## config.mk

```make
export PLATFORM = sky130hd
export DESIGN_NAME = led_seq_scheduler
export DESIGN_NICKNAME = d
export VERILOG_FILES = /design/src/rtl/led_seq_scheduler.sv
export SDC_FILE = /design/constraint.sdc
export NUM_CORES = 1
export LEC_CHECK = 0
export CAP_MARGIN = 20
export CORE_ASPECT_RATIO = 0.6
export CORE_MARGIN = 5
export CORE_UTILIZATION = 35
export CTS_BUF_LIST = sky130_fd_sc_hd__clkbuf_4 sky130_fd_sc_hd__clkbuf_8
export DETAILED_ROUTE_END_ITERATION = 8
export PLACE_DENSITY = 0.63
export SLEW_MARGIN = 20
export SYNTH_ARGS = -nofsm -noshare
export SYNTH_HDL_FRONTEND = slang
export SYNTH_SLANG_ARGS = --single-unit
```

## constraint.sdc

```tcl
create_clock -name clk_50M -period 7.6 [get_ports clk_50M]
set_input_delay 2.28 -clock clk_50M [delete_from_list [all_inputs] [get_ports clk_50M]]
set_output_delay 2.28 -clock clk_50M [all_outputs]
set_load 0.01 [all_outputs]
```

## src/rtl/led_seq_scheduler.sv

```systemverilog
// Ten-LED pattern sequencer (chase-up/down, bounce, fill) stepped every TICK_DIV clocks, with lap counting.
// All outputs registered; start takes effect one cycle later; no backpressure, pause freezes position and prescaler.
module led_seq_scheduler #(
    parameter int unsigned TICK_DIV = 16384
) (
    input  logic       clk_50M,
    input  logic       reset,
    input  logic       start,
    input  logic       stop,
    input  logic       pause,
    input  logic [1:0] mode,
    input  logic [3:0] laps,
    output logic [9:0] led,
    output logic       busy,
    output logic       step,
    output logic       done
);

    localparam int unsigned PW = (TICK_DIV > 2) ? $clog2(TICK_DIV) : 1;
    localparam logic [PW-1:0] PS_LAST = PW'(TICK_DIV - 1);

    typedef enum logic [1:0] {
        S_IDLE  = 2'b00,
        S_RUN   = 2'b01,
        S_PAUSE = 2'b10
    } state_t;

    typedef enum logic [1:0] {
        M_UP     = 2'b00,
        M_DOWN   = 2'b01,
        M_BOUNCE = 2'b10,
        M_FILL   = 2'b11
    } mode_t;

    state_t        state_q, state_d;
    mode_t         mode_q, mode_d;
    logic [3:0]    laps_q, laps_d;
    logic [3:0]    pos_q, pos_d;
    logic          dir_down_q, dir_down_d;
    logic [PW-1:0] presc_q, presc_d;
    logic [3:0]    lap_q, lap_d;
    logic [9:0]    led_d;
    logic          busy_d, step_d, done_d;

    logic [3:0]    nxt_pos;
    logic          nxt_dir_down;
    logic          lap_end;
    logic          last_lap;

    function automatic logic [9:0] pattern(input mode_t m, input logic [3:0] p);
        logic [10:0] fill;
        fill = (11'd1 << (p + 4'd1)) - 11'd1;
        if (m == M_FILL) begin
            return fill[9:0];
        end
        return 10'd1 << p;
    endfunction

    always_ff @(posedge clk_50M or posedge reset) begin
        if (reset) begin
            state_q    <= S_IDLE;
            mode_q     <= M_UP;
            laps_q     <= 4'd0;
            pos_q      <= 4'd0;
            dir_down_q <= 1'b0;
            presc_q    <= '0;
            lap_q      <= 4'd0;
            led        <= 10'd0;
            busy       <= 1'b0;
            step       <= 1'b0;
            done       <= 1'b0;
        end else begin
            state_q    <= state_d;
            mode_q     <= mode_d;
            laps_q     <= laps_d;
            pos_q      <= pos_d;
            dir_down_q <= dir_down_d;
            presc_q    <= presc_d;
            lap_q      <= lap_d;
            led        <= led_d;
            busy       <= busy_d;
            step       <= step_d;
            done       <= done_d;
        end
    end

    always_comb begin
        nxt_pos      = pos_q;
        nxt_dir_down = dir_down_q;
        lap_end      = 1'b0;
        state_d      = state_q;
        mode_d       = mode_q;
        laps_d       = laps_q;
        pos_d        = pos_q;
        dir_down_d   = dir_down_q;
        presc_d      = presc_q;
        lap_d        = lap_q;
        led_d        = led;
        step_d       = 1'b0;
        done_d       = 1'b0;

        // Candidate position for the next tick, and whether that tick closes a lap.
        case (mode_q)
            M_DOWN: begin
                if (pos_q == 4'd0) begin
                    nxt_pos = 4'd9;
                    lap_end = 1'b1;
                end else begin
                    nxt_pos = pos_q - 4'd1;
                end
            end
            M_BOUNCE: begin
                if (!dir_down_q) begin
                    if (pos_q >= 4'd9) begin
                        nxt_pos      = 4'd8;
                        nxt_dir_down = 1'b1;
                    end else begin
                        nxt_pos = pos_q + 4'd1;
                    end
                end else if (pos_q <= 4'd1) begin
                    nxt_pos      = 4'd0;
                    nxt_dir_down = 1'b0;
                    lap_end      = 1'b1;
                end else begin
                    nxt_pos = pos_q - 4'd1;
                end
            end
            default: begin
                if (pos_q >= 4'd9) begin
                    nxt_pos = 4'd0;
                    lap_end = 1'b1;
                end else begin
                    nxt_pos = pos_q + 4'd1;
                end
            end
        endcase

        last_lap = lap_end && (laps_q != 4'd0) && ((lap_q + 4'd1) == laps_q);

        case (state_q)
            S_IDLE: begin
                led_d   = 10'd0;
                presc_d = '0;
                if (start && !stop) begin
                    state_d    = S_RUN;
                    mode_d     = mode_t'(mode);
                    laps_d     = laps;
                    pos_d      = (mode_t'(mode) == M_DOWN) ? 4'd9 : 4'd0;
                    dir_down_d = 1'b0;
                    lap_d      = 4'd0;
                    led_d      = pattern(mode_t'(mode), pos_d);
                end
            end
            S_RUN: begin
                if (stop) begin
                    state_d = S_IDLE;
                    led_d   = 10'd0;
                    presc_d = '0;
                end else if (pause) begin
                    state_d = S_PAUSE;
                end else if (presc_q == PS_LAST) begin
                    presc_d = '0;
                    if (last_lap) begin
                        state_d = S_IDLE;
                        led_d   = 10'd0;
                        lap_d   = lap_q + 4'd1;
                        done_d  = 1'b1;
                    end else begin
                        pos_d      = nxt_pos;
                        dir_down_d = nxt_dir_down;
                        led_d      = pattern(mode_q, nxt_pos);
                        step_d     = 1'b1;
                        if (lap_end && (lap_q != 4'd15)) begin
                            lap_d = lap_q + 4'd1;
                        end
                    end
                end else begin
                    presc_d = presc_q + PW'(1);
                end
            end
            S_PAUSE: begin
                if (stop) begin
                    state_d = S_IDLE;
                    led_d   = 10'd0;
                    presc_d = '0;
                end else if (!pause) begin
                    state_d = S_RUN;
                end
            end
            default: begin
                state_d = S_IDLE;
                led_d   = 10'd0;
                presc_d = '0;
            end
        endcase

        busy_d = (state_d != S_IDLE);
    end

endmodule

```

==> flow_metrics.py <==
metrics = {
    "worst_setup_path": {
        "crit_path_frequent_cell": "ha_1",
        "criticalPathCategory": "reg -> reg",
        "worstPathCellList": "inv_1 > ha_1 > or2_4 > a311oi_1 > a21oi_2 > nor2_1 > ha_1 > inv_1 > nand4_1 > nor2_1 > nand2_1 > ha_1 > o31ai_2 > a311oi_2 > xnor2_1 > a221o_1",
        "required_ns": 7.79,
        "critPathMaxFanout": 9,
        "worstReg2RegEnd": "led[6]",
        "worstReg2RegStart": "pos_q[0]",
        "rr_worst_depth": 16,
        "slowest_stage": "dfrtp_1",
        "cp.arrival_ns": 4.80,
        "worstSetupEndpointType": "register",
        "cpPeakStageDelay_ns": 0.52,
        "cp-start-kind": "register",
        "r2r_slack_ns": 2.99,
    },
    "clock_network": {
        "clock-root-buffer": "clkbuf_8",
        "clk_latency_ns": 0.30,
        "postCtsResizedCells": 0,
        "path_clk_slew_ns": 0.09,
        "cts_setup_buffers": 0,
        "cts_tree": "yes",
        "cts_hold_buf": 0,
        "htreeDepth": 2,
        "clock_path_buffers": 2,
        "cts_buffers": 5,
        "cts.sinks": 44,
    },
    "global_routing": {
        "grt_pass1_wl_um": 12300,
        "grt_antenna_before_repair": 0,
        "overflow": 0,
        "grtUsageTotal": 0.145,
        "grt_pass1_vias": 2406,
        "grt_max_degree": 45,
    },
    "final_layout": {
        "design_area_um2": 3470,
        "synthToLayoutAreaGrowth_pct": 13.6,
        "seq_area_um2": 1100,
        "antenna_cells": 0,
        "drive_gt1_frac": 0.0765,
        "fin_nets": 388,
        "fin_util": 0.408,
        "multiInputGateArea_um2": 1860,
        "final_cell_count_no_fill": 478,
        "fill_cells": 847,
    },
    "job": {
        "max_cap_violations": 0,
    },
    "timing": {
        "rsz0062_at_grt": "false",
        "max_freq_mhz": 217,
        "finalWorstPathRequiredPeriod_ns": 4.61,
        "setup_viol": 0,
        "setup_tns_ns": 0,
        "worst_pin_slew_ns": 0.791,
        "slew_headroom": 0.470,
        "hold_violations": 0,
        "timing.final.ws_setup_ns": 2.99,
        "slew_viol_final": 0,
        "hold_ws_ns": 0.502,
        "fin_skew_ns": 0.00398,
        "fin_crit_sh": 0.606,
    },
    "power": {
        "power_leakage_nw": 1.47,
        "power_density_nw_per_um2": 260,
        "vdd_drop_max_v": 0.0000771,
        "total_power_uw": 902,
    },
    "logic_synthesis": {
        "syn_inst": 348,
        "synth_enable_flop_cells": 0,
        "ys_seq_area_frac": 0.360,
        "netlist_area_um2": 3060,
        "synth-main-ff-cell": "dfrtp_1",
        "synthArstFlopShare": 1.00,
        "synth_seq_cells": 44,
        "yosysWarnings": 0,
        "syn_avg_cell_area_um2": 8.79,
        "syn_nets": 371,
        "synthDistinctLibCells": 69,
    },
    "placed_design": {
        "dp.cells": 470,
        "port_buffers": 23,
        "dpl-instance-area_um2": 3380,
        "place_ws_ns": 2.82,
        "dp_hpwl_um": 5510,
        "place_congestion": 0.904,
    },
    "detailed_routing": {
        "drt-total-wl_um": 7370,
        "wire_per_inst_um": 15.4,
        "vias": 2663,
        "drt_iter0_drc": 195,
        "final_antenna_net_count": 0,
        "via_per_inst": 5.57,
        "first_pass_iters": 4,
        "drc_errors": 0,
    },
    "floorplan": {
        "die_x_um": 131,
        "die-area_um2": 10800,
        "pin_count": 24,
        "die_h_um": 82.4,
        "initial_core_util": 0.359,
        "coreArea_um2": 8520,
        "std_cell_rows": 26,
    },
    "hold_path": {
        "min_path_cells": 2,
        "worst_hold_path_type": "reg -> reg",
        "min_to": "led[4]",
        "hold_start": "led[4]",
    },
    "status": {
        "status": "completed",
    },
}
==> layout by cell type (no fill, tap or decap), types with 4 or more instances in the layout <==
cell type	n
nand2_1	39
o21ai_0	26
clkbuf_8	5
dfrtp_1	44
nand2b_1	8
a31oi_1	4
nor2b_1	5
o31ai_1	4
mux2_2	4
nor4_1	5
a21oi_1	16
nand3_1	11
nor3_1	5
and3_1	5
nor2_1	33
inv_1	9
xor2_1	9
clkdlybuf4s50_1	23
and2_1	6
nand4_1	4
xnor2_1	10
a22oi_1	5
ha_1	12
a21o_1	4
==> cell type report <==
type | count | area share
Clock buffer | 5 | 0.0198
Clock inverter | 3 | 0.00540
Inverter | 11 | 0.0119
Multi-Input combinational cell | 278 | 0.535
Sequential cell | 44 | 0.317
Tap cell | 112 | 0.0403
Timing Repair Buffer | 25 | 0.0706
==> Yosys cell counts (3+ instances only) <==
cell type | n | area [µm²]
a21o_1 | 4 | 30.0
a21oi_1 | 16 | 80.1
a22o_1 | 3 | 26.3
a22oi_1 | 5 | 37.5
a31oi_1 | 4 | 25.0
and2_1 | 6 | 37.5
and3_1 | 5 | 31.3
and4_1 | 3 | 26.3
buf_2 | 7 | 35.0
clkbuf_1 | 7 | 26.3
dfrtp_1 | 44 | 1100
ha_1 | 12 | 150
inv_1 | 10 | 37.5
mux2_2 | 4 | 45.0
mux2i_1 | 3 | 30.0
nand2_1 | 39 | 146
nand2b_1 | 8 | 50.1
nand3_1 | 11 | 55.1
nand4_1 | 4 | 25.0
nor2_1 | 33 | 124
nor2b_1 | 5 | 31.3
nor3_1 | 5 | 25.0
nor3b_1 | 3 | 22.5
nor4_1 | 5 | 31.3
o21ai_0 | 26 | 130
o21ai_1 | 3 | 15.0
o221ai_1 | 3 | 26.3
o31ai_1 | 4 | 30.0
o41ai_1 | 3 | 26.3
xnor2_1 | 10 | 87.6
xor2_1 | 9 | 78.8
==> worst max-delay path by stage <==
stage / from / end / slack (ns) / cells after the start
6_report: pos_q[0] / led[6] / 2.99 / 16
5_1_grt: pos_q[0] / led[6] / 2.75 / 16
4_1_cts: pos_q[0] / led[6] / 3.11 / 16
3_5_place_dp: stop / dir_down_q / 2.82 / 6
3_3_place_gp: stop / dir_down_q / 2.88 / 6
2_1_floorplan: pos_q[0] / led[6] / 3.84 / 18
==> registers in the layout (all words and copies together) (netlist names) <==
signal,count
step,1
laps_q,4
done,1
dir_down_q,1
lap_q,4
led,10
busy,1
state_q,2
pos_q,4
presc_q,14
mode_q,2
==> where the power goes <==
| part | total, mW | leakage, nW | internal, mW | switching (mW) |
|---|---|---|---|---|
| Combinational | 0.470 | 0.825 | 0.188 | 0.282 |
| Sequential | 0.285 | 0.594 | 0.254 | 0.0311 |
| Clock | 0.147 | 0.0479 | 0.0641 | 0.0827 |
| Total | 0.902 | 1.47 | 0.506 | 0.396 |
==> routing by layer <==
metal  up-vias  GRT usage  routed length, µm
li1       1305          -                  -
met1      1264      0.224               3860
met2        88      0.196               2930
met3         6     0.0411                525
met4         0     0.0318                 58
met5         -          0                  0
==> critical path, delay by kind of cell, from the launching register on <==
kind,cells,cell delay [ns]
XOR/XNOR,1,0.17
flip-flops,1,0.52
adder cells (fa/ha/maj),3,0.98
AO/OA/AOI/OAI,5,1.28
buffers and inverters,2,0.31
AND/OR/NAND/NOR,5,1.24
==> cells by family after synthesis <==
family	count (synthesis)	synth area share
DFF	44	0.360
muxes	7	0.0245
buffers and inverters	26	0.0372
xor gates and xnor gates	21	0.0675
AOI/OAI and AO/OA	90	0.197
and+or+nand+nor	148	0.265
adders and majority gates	12	0.0491
Note: power is estimated with default switching activity, not from simulation.
